**config.mk**
```make
export PLATFORM = sky130hd
export DESIGN_NAME = spi_slave_core
export DESIGN_NICKNAME = d
export VERILOG_FILES = /design/src/rtl/spi_slave_core.sv
export SDC_FILE = /design/constraint.sdc
export NUM_CORES = 1
export LEC_CHECK = 0
export ABC_AREA = 1
export CORE_MARGIN = 4
export CORE_UTILIZATION = 54
export CTS_CLUSTER_DIAMETER = 200
export DETAILED_ROUTE_END_ITERATION = 7
export PLACE_DENSITY = 0.86
export REMOVE_ABC_BUFFERS = 1
export SYNTH_ARGS = -nofsm -noshare
export SYNTH_HDL_FRONTEND = slang
export SYNTH_SLANG_ARGS = --single-unit
```
**constraint.sdc**
```tcl
create_clock -name clk -period 3.7 [get_ports clk]
set_input_delay 0.74 -clock clk [delete_from_list [all_inputs] [get_ports clk]]
set_output_delay 0.74 -clock clk [all_outputs]
set_load 0.1 [all_outputs]
```
**src/rtl/spi_slave_core.sv**
```systemverilog
// SPI slave core: oversampled SPI pins, any word width, all four CPOL/CPHA modes, either bit order.
// The user side has a single-word transmit holding register and a one-cycle receive strobe.
module spi_slave_core #(
  parameter int WIDTH     = 8,
  parameter int CPOL      = 0,
  parameter int CPHA      = 0,
  parameter int MSB_FIRST = 1
) (
  input  logic             clk,
  input  logic             n_reset,
  input  logic             sclk,
  input  logic             mosi,
  input  logic             ss,
  output logic             miso,
  input  logic [WIDTH-1:0] tx_data,
  input  logic             tx_load,
  output logic             tx_ready,
  output logic [WIDTH-1:0] rx_data,
  output logic             rx_valid,
  output logic             tx_underrun,
  output logic             busy
);

  localparam int            CW        = $clog2(WIDTH + 1);
  localparam logic [CW-1:0] CNT_LAST  = CW'(WIDTH - 1);
  localparam logic [CW-1:0] CNT_FULL  = CW'(WIDTH);
  localparam logic          SCLK_IDLE = (CPOL != 0);

  // [0],[1] form the synchroniser, [2] is the history stage used for edge detection
  logic [2:0]       sclk_pipe_q, ss_pipe_q, mosi_pipe_q;
  logic [WIDTH-1:0] shift_tx_q, shift_tx_d;
  logic [WIDTH-1:0] shift_rx_q, shift_rx_d;
  logic [WIDTH-1:0] hold_q, hold_d;
  logic [WIDTH-1:0] rx_data_q, rx_data_d;
  logic [CW-1:0]    bit_cnt_q, bit_cnt_d;
  logic             tx_ready_q, tx_ready_d;
  logic             rx_valid_q, rx_valid_d;
  logic             underrun_q, underrun_d;

  logic sclk_rise, sclk_fall, lead_edge, trail_edge, sample_edge, shift_edge;
  logic ss_start, frame_en, do_sample, do_shift, complete, load_point;
  logic [WIDTH-1:0] rx_shifted, tx_shifted;

  assign sclk_rise   = sclk_pipe_q[1] & ~sclk_pipe_q[2];
  assign sclk_fall   = ~sclk_pipe_q[1] & sclk_pipe_q[2];
  assign lead_edge   = SCLK_IDLE ? sclk_fall : sclk_rise;
  assign trail_edge  = SCLK_IDLE ? sclk_rise : sclk_fall;
  assign sample_edge = (CPHA != 0) ? trail_edge : lead_edge;
  assign shift_edge  = (CPHA != 0) ? lead_edge : trail_edge;

  assign ss_start = ~ss_pipe_q[1] & ss_pipe_q[2];
  // Enabled through the ss_end cycle so a coincident final edge still completes the word
  assign frame_en  = ~ss_pipe_q[2];
  assign do_sample = frame_en & sample_edge;
  assign do_shift  = frame_en & shift_edge;

  assign complete = (CPHA != 0) ? (do_sample && (bit_cnt_q == CNT_LAST))
                                : (do_shift && (bit_cnt_q == CNT_FULL));
  assign load_point = ss_start | (complete & ~ss_pipe_q[1]);

  assign rx_shifted = (MSB_FIRST != 0) ? {shift_rx_q[WIDTH-2:0], mosi_pipe_q[2]}
                                       : {mosi_pipe_q[2], shift_rx_q[WIDTH-1:1]};
  assign tx_shifted = (MSB_FIRST != 0) ? {shift_tx_q[WIDTH-2:0], 1'b0}
                                       : {1'b0, shift_tx_q[WIDTH-1:1]};

  always_comb begin
    shift_tx_d = shift_tx_q;
    shift_rx_d = shift_rx_q;
    hold_d     = hold_q;
    rx_data_d  = rx_data_q;
    bit_cnt_d  = bit_cnt_q;
    tx_ready_d = tx_ready_q;
    rx_valid_d = 1'b0;
    underrun_d = 1'b0;

    if (tx_load && tx_ready_q) begin
      hold_d     = tx_data;
      tx_ready_d = 1'b0;
    end

    if (do_sample) begin
      shift_rx_d = rx_shifted;
      bit_cnt_d  = bit_cnt_q + 1'b1;
    end

    // With CPHA=1 bit 0 is already on miso, so the first leading edge of a word holds
    if (do_shift && !complete && ((CPHA == 0) || (bit_cnt_q != '0))) begin
      shift_tx_d = tx_shifted;
    end

    if (complete) begin
      rx_data_d  = do_sample ? rx_shifted : shift_rx_q;
      rx_valid_d = 1'b1;
      bit_cnt_d  = '0;
      shift_rx_d = '0;
    end

    if (load_point) begin
      if (!tx_ready_q) begin
        shift_tx_d = hold_q;
        tx_ready_d = 1'b1;
      end else begin
        shift_tx_d = '0;
        underrun_d = 1'b1;
      end
    end

    if (ss_pipe_q[1]) begin
      bit_cnt_d  = '0;
      shift_rx_d = '0;
    end
  end

  always_ff @(posedge clk or negedge n_reset) begin
    if (!n_reset) begin
      sclk_pipe_q <= {3{SCLK_IDLE}};
      ss_pipe_q   <= 3'b111;
      mosi_pipe_q <= 3'b000;
      shift_tx_q  <= '0;
      shift_rx_q  <= '0;
      hold_q      <= '0;
      rx_data_q   <= '0;
      bit_cnt_q   <= '0;
      tx_ready_q  <= 1'b1;
      rx_valid_q  <= 1'b0;
      underrun_q  <= 1'b0;
    end else begin
      sclk_pipe_q <= {sclk_pipe_q[1:0], sclk};
      ss_pipe_q   <= {ss_pipe_q[1:0], ss};
      mosi_pipe_q <= {mosi_pipe_q[1:0], mosi};
      shift_tx_q  <= shift_tx_d;
      shift_rx_q  <= shift_rx_d;
      hold_q      <= hold_d;
      rx_data_q   <= rx_data_d;
      bit_cnt_q   <= bit_cnt_d;
      tx_ready_q  <= tx_ready_d;
      rx_valid_q  <= rx_valid_d;
      underrun_q  <= underrun_d;
    end
  end

  assign busy        = ~ss_pipe_q[1];
  assign miso        = busy & ((MSB_FIRST != 0) ? shift_tx_q[WIDTH-1] : shift_tx_q[0]);
  assign tx_ready    = tx_ready_q;
  assign rx_data     = rx_data_q;
  assign rx_valid    = rx_valid_q;
  assign tx_underrun = underrun_q;

endmodule

```
==> reports/qor.csv, run 1 <==
stage,metric,value,unit
run_status,outcome,completed,
final_layout,final_cell_mix,"dfrtp_1 (44), nand2_1 (41), nor2_1 (26), clkdlybuf4s50_1 (24), inv_1 (20)",
min_path,min_from,sclk_pipe_q[0],
clocking,h-tree-depth,2,
power_and_ir_drop,power-per-cell-area,489.3,nW/µm²
critical_path,cp.required,2960,ps
sta,rsz0062_at_grt,false,
synth,async_flop_share,100.0,%
critical_path,r2r_cells,8,
detailed_routing,vias,1444,
floorplan,start_util,57.91,%
min_path,whs_endpoint,sclk_pipe_q[1],
min_path,hold_depth,0,
detailed_routing,drt_wl_total,3564,µm
place,pre_cts_ws,1310,ps
grt,grt_use_total,17.76,%
min_path,hold_class,reg -> reg,
clocking,cts_made_buffers,5,
critical_path,cp.arrival,1970,ps
final_layout,nNetsFinal,252,
detailed_routing,ant_nets,0,
sta,fmax,0.3697,GHz
critical_path,ff2ff_setup_slack,1970,ps
clocking,cts_hold_buf,0,
sta,setup_ws,994.8,ps
sta,relSlewSlack,32.76,%
synth,syn-cell-area,1993,µm²
floorplan,coreArea,3442,µm²
clocking,cts_sinks,48,
power_and_ir_drop,p_leak,1.125,nW
synth,synth_seq_area_share,60.51,%
synth,ys.flop_type,dfrtp_1,
synth,synth-seq-cells,48,
synth,avgSynthCellArea,9.537,µm²
floorplan,rows,21,
grt,grt_pass1_wl,6154,µm
floorplan,pin_count,27,
synth,synth-edff-count,0,
grt,grt-ovfl-total,0,
place,port_buffers,26,
synth,synth_cell_types,26,
clocking,cts_tree,yes,
grt,grt_max_degree,49,
sta,setup_viol,0,
detailed_routing,drt_iter0_markers,89,
place,dp.final_hpwl,2541,µm
critical_path,critPathMaxFanout,8,
clocking,clock_latency,290,ps
place,gp_congestion,0.7442,
floorplan,die_x,68.76,µm
sta,clock_skew,6.840,ps
critical_path,critPathKind,reg -> out,
critical_path,end_kind,primary output,
critical_path,r2r_start,bit_cnt_q[0],
power_and_ir_drop,peakVddDrop,0.3074,mV
sta,period_minus_slack,2705,ps
synth,netlist_instances,209,
synth,ys_warn_count,0,
sta,finalSetupTns,0,ps
sta,worst-slew-pin-transition,1009,ps
clocking,postCtsSetupBuffers,0,
flow_run,cap_violations,0,
critical_path,start_kind,flip-flop,
critical_path,worst_r2r_endpoint,tx_ready,
floorplan,die_area,4727,µm²
grt,antenna_found_initial,0,
final_layout,synthToLayoutAreaGrowth,17.58,%
final_layout,final_layout_size_suffix_gt1_share,13.56,%
clocking,cts-root-buf,clkbuf_8,
detailed_routing,vias_per_cell,5.121,
final_layout,antenna_cells,0,
grt,grt_pass1_vias,1415,
clocking,clk_pin_slew,80,ps
clocking,cts-resized-gates,0,
sta,drv_slew,0,
sta,hold_viol,0,
detailed_routing,drc,0,
clocking,cts_buffer_depth,2,
floorplan,fp.dieH,68.76,µm
detailed_routing,wl_per_cell,12.64,µm
detailed_routing,first_pass_iters,4,
final_layout,final_common_cell,dfrtp_1,
sta,period_share,73.11,%
routing by layer:
metal / vias to the layer above / GRT usage, % / routed length, µm
li1: 712 / - / -
met1: 700 / 22.80 / 1612
met2: 28 / 29.80 / 1785
met3: 4 / 3.241 / 120
met4: 0 / 7.056 / 45
met5: - / 0 / 0
kinds of logic (layout without fill, tap and decap cells):
| kind of cell | after synthesis | after routing | share of synthesized area [%] |
|---|---|---|---|
| muxes | 2 | 2 | 1.130 |
| buffers and inverters | 29 | 56 | 6.402 |
| and+or+nand+nor | 95 | 95 | 21.72 |
| DFF | 48 | 48 | 60.51 |
| AOI/OAI and AO/OA | 32 | 32 | 8.538 |
| xor gates and xnor gates | 1 | 1 | 0.4395 |
| adders and majority gates | 2 | 2 | 1.255 |
worst max-delay path by stage:
stage | endpoint | cells past startpoint | slack, ps | startpoint
after global routing | busy | 2 | 950 | ss_pipe_q[1]
final | busy | 2 | 990 | ss_pipe_q[1]
after floorplan | miso | 1 | 1330 | ss_pipe_q[1]
after detailed placement | busy | 2 | 1310 | ss_pipe_q[1]
after global placement | busy | 2 | 1330 | ss_pipe_q[1]
after CTS | busy | 2 | 980 | ss_pipe_q[1]
power by group:
part	switching [W]	internal, W	total [W]
clock	0.000160	0.000128	0.000288
combinational	0.000153	0.0000751	0.000228
sequential	0.0000343	0.000597	0.000631
worst max-delay path, cell delays in order (launching register included):
cell	delay, ps
dfstp_2	390
inv_2	130
clkdlybuf4s50_1	1150
registers in the layout, summed over array words and instances (netlist names):
signal       count
hold_q           8
rx_data          8
shift_rx_q       8
shift_tx_q       8
bit_cnt_q        4
mosi_pipe_q      3
sclk_pipe_q      3
ss_pipe_q        3
rx_valid         1
tx_ready         1
tx_underrun      1
per-stage QoR:
| stage | hold WS, ps | std cells | total power, W | area (µm²) | util (%) |
|---|---|---|---|---|---|
| floorplan | 331.2 | 203 | 0.0007955 | 1952 | - |
| global placement | 333.0 | 275 | 0.0008524 | 2262 | 65.72 |
| detailed placement | 335.5 | 275 | 0.0008686 | 2262 | 65.72 |
| CTS | 354.0 | 282 | 0.001155 | 2344 | 68.08 |
| global route | 371.4 | 282 | 0.001213 | 2344 | 68.08 |
| finish | 352.4 | 282 | 0.001147 | 2344 | 68.08 |
cell usage after synthesis (3+ instances only):
cell     instances  share of area [%]
o21ai_0         10                2.5
dfrtp_1         44                 55
buf_2            3               0.75
inv_2            3               0.56
dfstp_2          4                5.3
nand2_1         41                7.7
inv_1           20                3.8
nand3_1         12                3.0
nand2_2          6                1.9
o21ai_1         12                3.0
nor2_1          26                4.9
a21oi_1          7                1.8
final cells by class:
cell class / count / area, µm²
Timing Repair Buffer: 26 / 252.7
Sequential cell: 48 / 1206
Fill cell: 266 / 1099
Clock buffer: 5 / 68.82
Clock inverter: 2 / 12.51
Tap cell: 46 / 57.56
Inverter: 23 / 86.33
Multi-Input combinational cell: 132 / 659.4
(Power assumes the default switching activity.)
==> run 2, diff against run 1 <==
CORE_UTILIZATION = 53   (was 54)
PLACE_DENSITY = 0.84   (was 0.86)
clock period = 2.6 ns   (was 3.7 ns; I/O delays follow)
==> run 2 against run 1 <==
Effect of this change: clock power grew 76%; cell count grew 1.4%; combinational power grew 39%; total power grew 50%; hold slack lost 46 ps; core utilization shrank 3.9 points; die area grew 1.7%; first-iteration DRC count grew 9.0%; clock skew is essentially flat; register-to-register slack lost 1100 ps; highest routed layer unchanged.
==> reports/qor.csv, run 2 (same netlist as run 1, synthesis figures left out) <==
stage,metric,value,unit,change
critical_path,slowest_stage,dfstp_2,,was clkdlybuf4s50_1
detailed_routing,drt_iter0_markers,97,,was 89
final_layout,final_layout_size_suffix_gt1_share,18.49,%,was 13.56%
detailed_routing,first_pass_iters,4,,unchanged
grt,grt-ovfl-total,0,,unchanged
clocking,h-tree-depth,2,,unchanged
critical_path,cp.arrival,1220,ps,was 1970 ps
clocking,cts_buffer_depth,2,,unchanged
clocking,postCtsSetupBuffers,0,,unchanged
detailed_routing,vias_per_cell,4.937,,was 5.121
sta,finalSetupTns,0,ps,unchanged
sta,relSlewSlack,61.85,%,was 32.76%
floorplan,die_area,4806,µm²,was 4727 µm²
floorplan,start_util,54.44,%,was 57.91%
critical_path,cp.required,2080,ps,was 2960 ps
final_layout,synthToLayoutAreaGrowth,17.83,%,was 17.58%
sta,clock_skew,6.429,ps,was 6.840 ps
power_and_ir_drop,power.share.clock,29.4,%,was 25.1%
grt,grt_use_total,14.16,%,was 17.76%
sta,period_share,66.81,%,
power_and_ir_drop,power-per-cell-area,731.9,nW/µm²,was 489.3 nW/µm²
sta,rsz0062_at_grt,false,,unchanged
sta,fmax,0.5757,GHz,
floorplan,pin_count,27,,unchanged
power_and_ir_drop,netSwitchingFraction,27.72,%,was 30.26%
critical_path,path_cells,buf_4,,"was inv_2, clkdlybuf4s50_1"
power_and_ir_drop,peakVddDrop,0.4980,mV,was 0.3074 mV
critical_path,start_kind,flip-flop,,unchanged
power_and_ir_drop,pwr-share-comb,18.5,%,was 19.9%
power_and_ir_drop,power_frac_seq,52.1,%,was 55.0%
detailed_routing,drc,0,,unchanged
critical_path,critPathMaxFanout,9,,was 8
clocking,cts_made_buffers,5,,unchanged
grt,grt_max_degree,49,,unchanged
clocking,clock_latency,300,ps,was 290 ps
power_and_ir_drop,p_int,0.001242,W,was 0.0007997 W
place,dp.final_hpwl,2172,µm,was 2541 µm
detailed_routing,vias,1412,,"was 1,444"
run_status,outcome,completed,,unchanged
critical_path,critPathBufInv,1,,was 2
grt,grt_pass1_wl,5430,µm,was 6154 µm
clocking,clk_pin_slew,70,ps,was 80 ps
critical_path,path_delay_family,flip-flops,,was buffers and inverters
final_layout,final_common_cell,dfrtp_1,,unchanged
final_layout,nNetsFinal,253,,was 252
final_layout,antenna_cells,0,,unchanged
floorplan,rows,22,,was 21
flow_run,cap_violations,0,,unchanged
clocking,cts-root-buf,clkbuf_8,,unchanged
place,gp_congestion,0.7825,,was 0.7442
sta,drv_slew,0,,unchanged
sta,hold_viol,0,,unchanged
critical_path,slowest_delay,610,ps,was 1150 ps
clocking,cts_hold_buf,0,,unchanged
floorplan,fp.dieH,69.33,µm,was 68.76 µm
sta,worst-slew-pin-transition,572.2,ps,was 1009 ps
clocking,cts_tree,yes,,unchanged
detailed_routing,wl_per_cell,11.07,µm,was 12.64 µm
detailed_routing,ant_nets,0,,unchanged
grt,antenna_found_initial,0,,unchanged
sta,setup_viol,0,,unchanged
final_layout,final_cell_mix,"dfrtp_1 (44), nand2_1 (41), nor2_1 (26), inv_1 (20), buf_4 (14)",,"was dfrtp_1 (44), nand2_1 (41), nor2_1 (26), clkdlybuf4s50_1 (24), inv_1 (20)"
sta,holdWs,306.7,ps,was 352.4 ps
critical_path,critPathKind,reg -> out,,unchanged
clocking,cts-resized-gates,0,,unchanged
min_path,hold_class,in -> async,,was reg -> reg
sta,period_minus_slack,1737,ps,
detailed_routing,drt_wl_total,3167,µm,was 3564 µm
critical_path,end_kind,primary output,,unchanged
power_and_ir_drop,p_leak,1.165,nW,was 1.125 nW
place,port_buffers,26,,unchanged
floorplan,die_x,69.33,µm,was 68.76 µm
power_and_ir_drop,power_switching,0.0004765,W,was 0.0003471 W
floorplan,coreArea,3661,µm²,was 3442 µm²
clocking,cts_sinks,48,,unchanged
grt,grt_pass1_vias,1244,,"was 1,415"
run 2: changes by cell type in the layout (fill, tap and decap cells not counted):
| cell | before | now |
|---|---|---|
| clkinv_2 | 1 | 0 |
| clkbuf_1 | 0 | 2 |
| buf_4 | 1 | 14 |
| clkdlybuf4s50_1 | 24 | 12 |
| clkinvlp_4 | 1 | 0 |
| bufinv_16 | 0 | 1 |
run 2: power groups by stage:
stage | Clock (W) | Combinational, W | Sequential [W]
after detailed placement | 0 | 0.000318 | 0.000910
after floorplan | 0 | 0.000194 | 0.000938
after global placement | 0 | 0.000309 | 0.000904
after CTS | 0.000521 | 0.000320 | 0.000895
after global routing | 0.000557 | 0.000356 | 0.000906
final | 0.000506 | 0.000318 | 0.000895
run 2: metrics by stage:
step | cell area, µm² | worst slack [ps] | util, % | std cells | total power, W
after floorplan | 1952 | 449.8 | - | 203 | 0.001132
after global placement | 2242 | 850.8 | 61.24 | 278 | 0.001213
after detailed placement | 2242 | 842.5 | 61.24 | 278 | 0.001227
after CTS | 2349 | 851.4 | 64.15 | 286 | 0.001736
after global routing | 2349 | 727.6 | 64.15 | 286 | 0.001819
final | 2349 | 862.9 | 64.15 | 286 | 0.001719
run 2: cell type report:
type,count,area (µm²)
Fill cell,284,1313
Sequential cell,48,1206
Multi-Input combinational cell,132,659.4
Timing Repair Buffer,27,230.2
Inverter,23,86.33
Clock buffer,7,76.32
Tap cell,48,60.06
Clock inverter,1,30.03
run 2: worst paths after layout:
path | startpoint | end | slack [ps] | depth (start not counted)
max in group asynchronous | n_reset | ss_pipe_q[1] | 1910 | 2
min reg2reg | mosi_pipe_q[0] | mosi_pipe_q[1] | 360 | 0
min | n_reset | shift_tx_q[3] | 310 | 2
max reg2reg | bit_cnt_q[0] | tx_ready | 890 | 8
max | tx_ready | tx_ready | 860 | 1
min in group clk | mosi_pipe_q[0] | mosi_pipe_q[1] | 360 | 0
run 2: per-layer routing:
layer  track usage [%]  wire length, µm  part of all wire, %  vias to the layer above
met3             4.638              184                  5.8                        4
met4             6.508               36                  1.1                        0
met5                 0                0                    0                        -
li1                  -                -                    -                      714
met2             21.50             1462                   46                       32
met1             18.41             1484                   47                      662
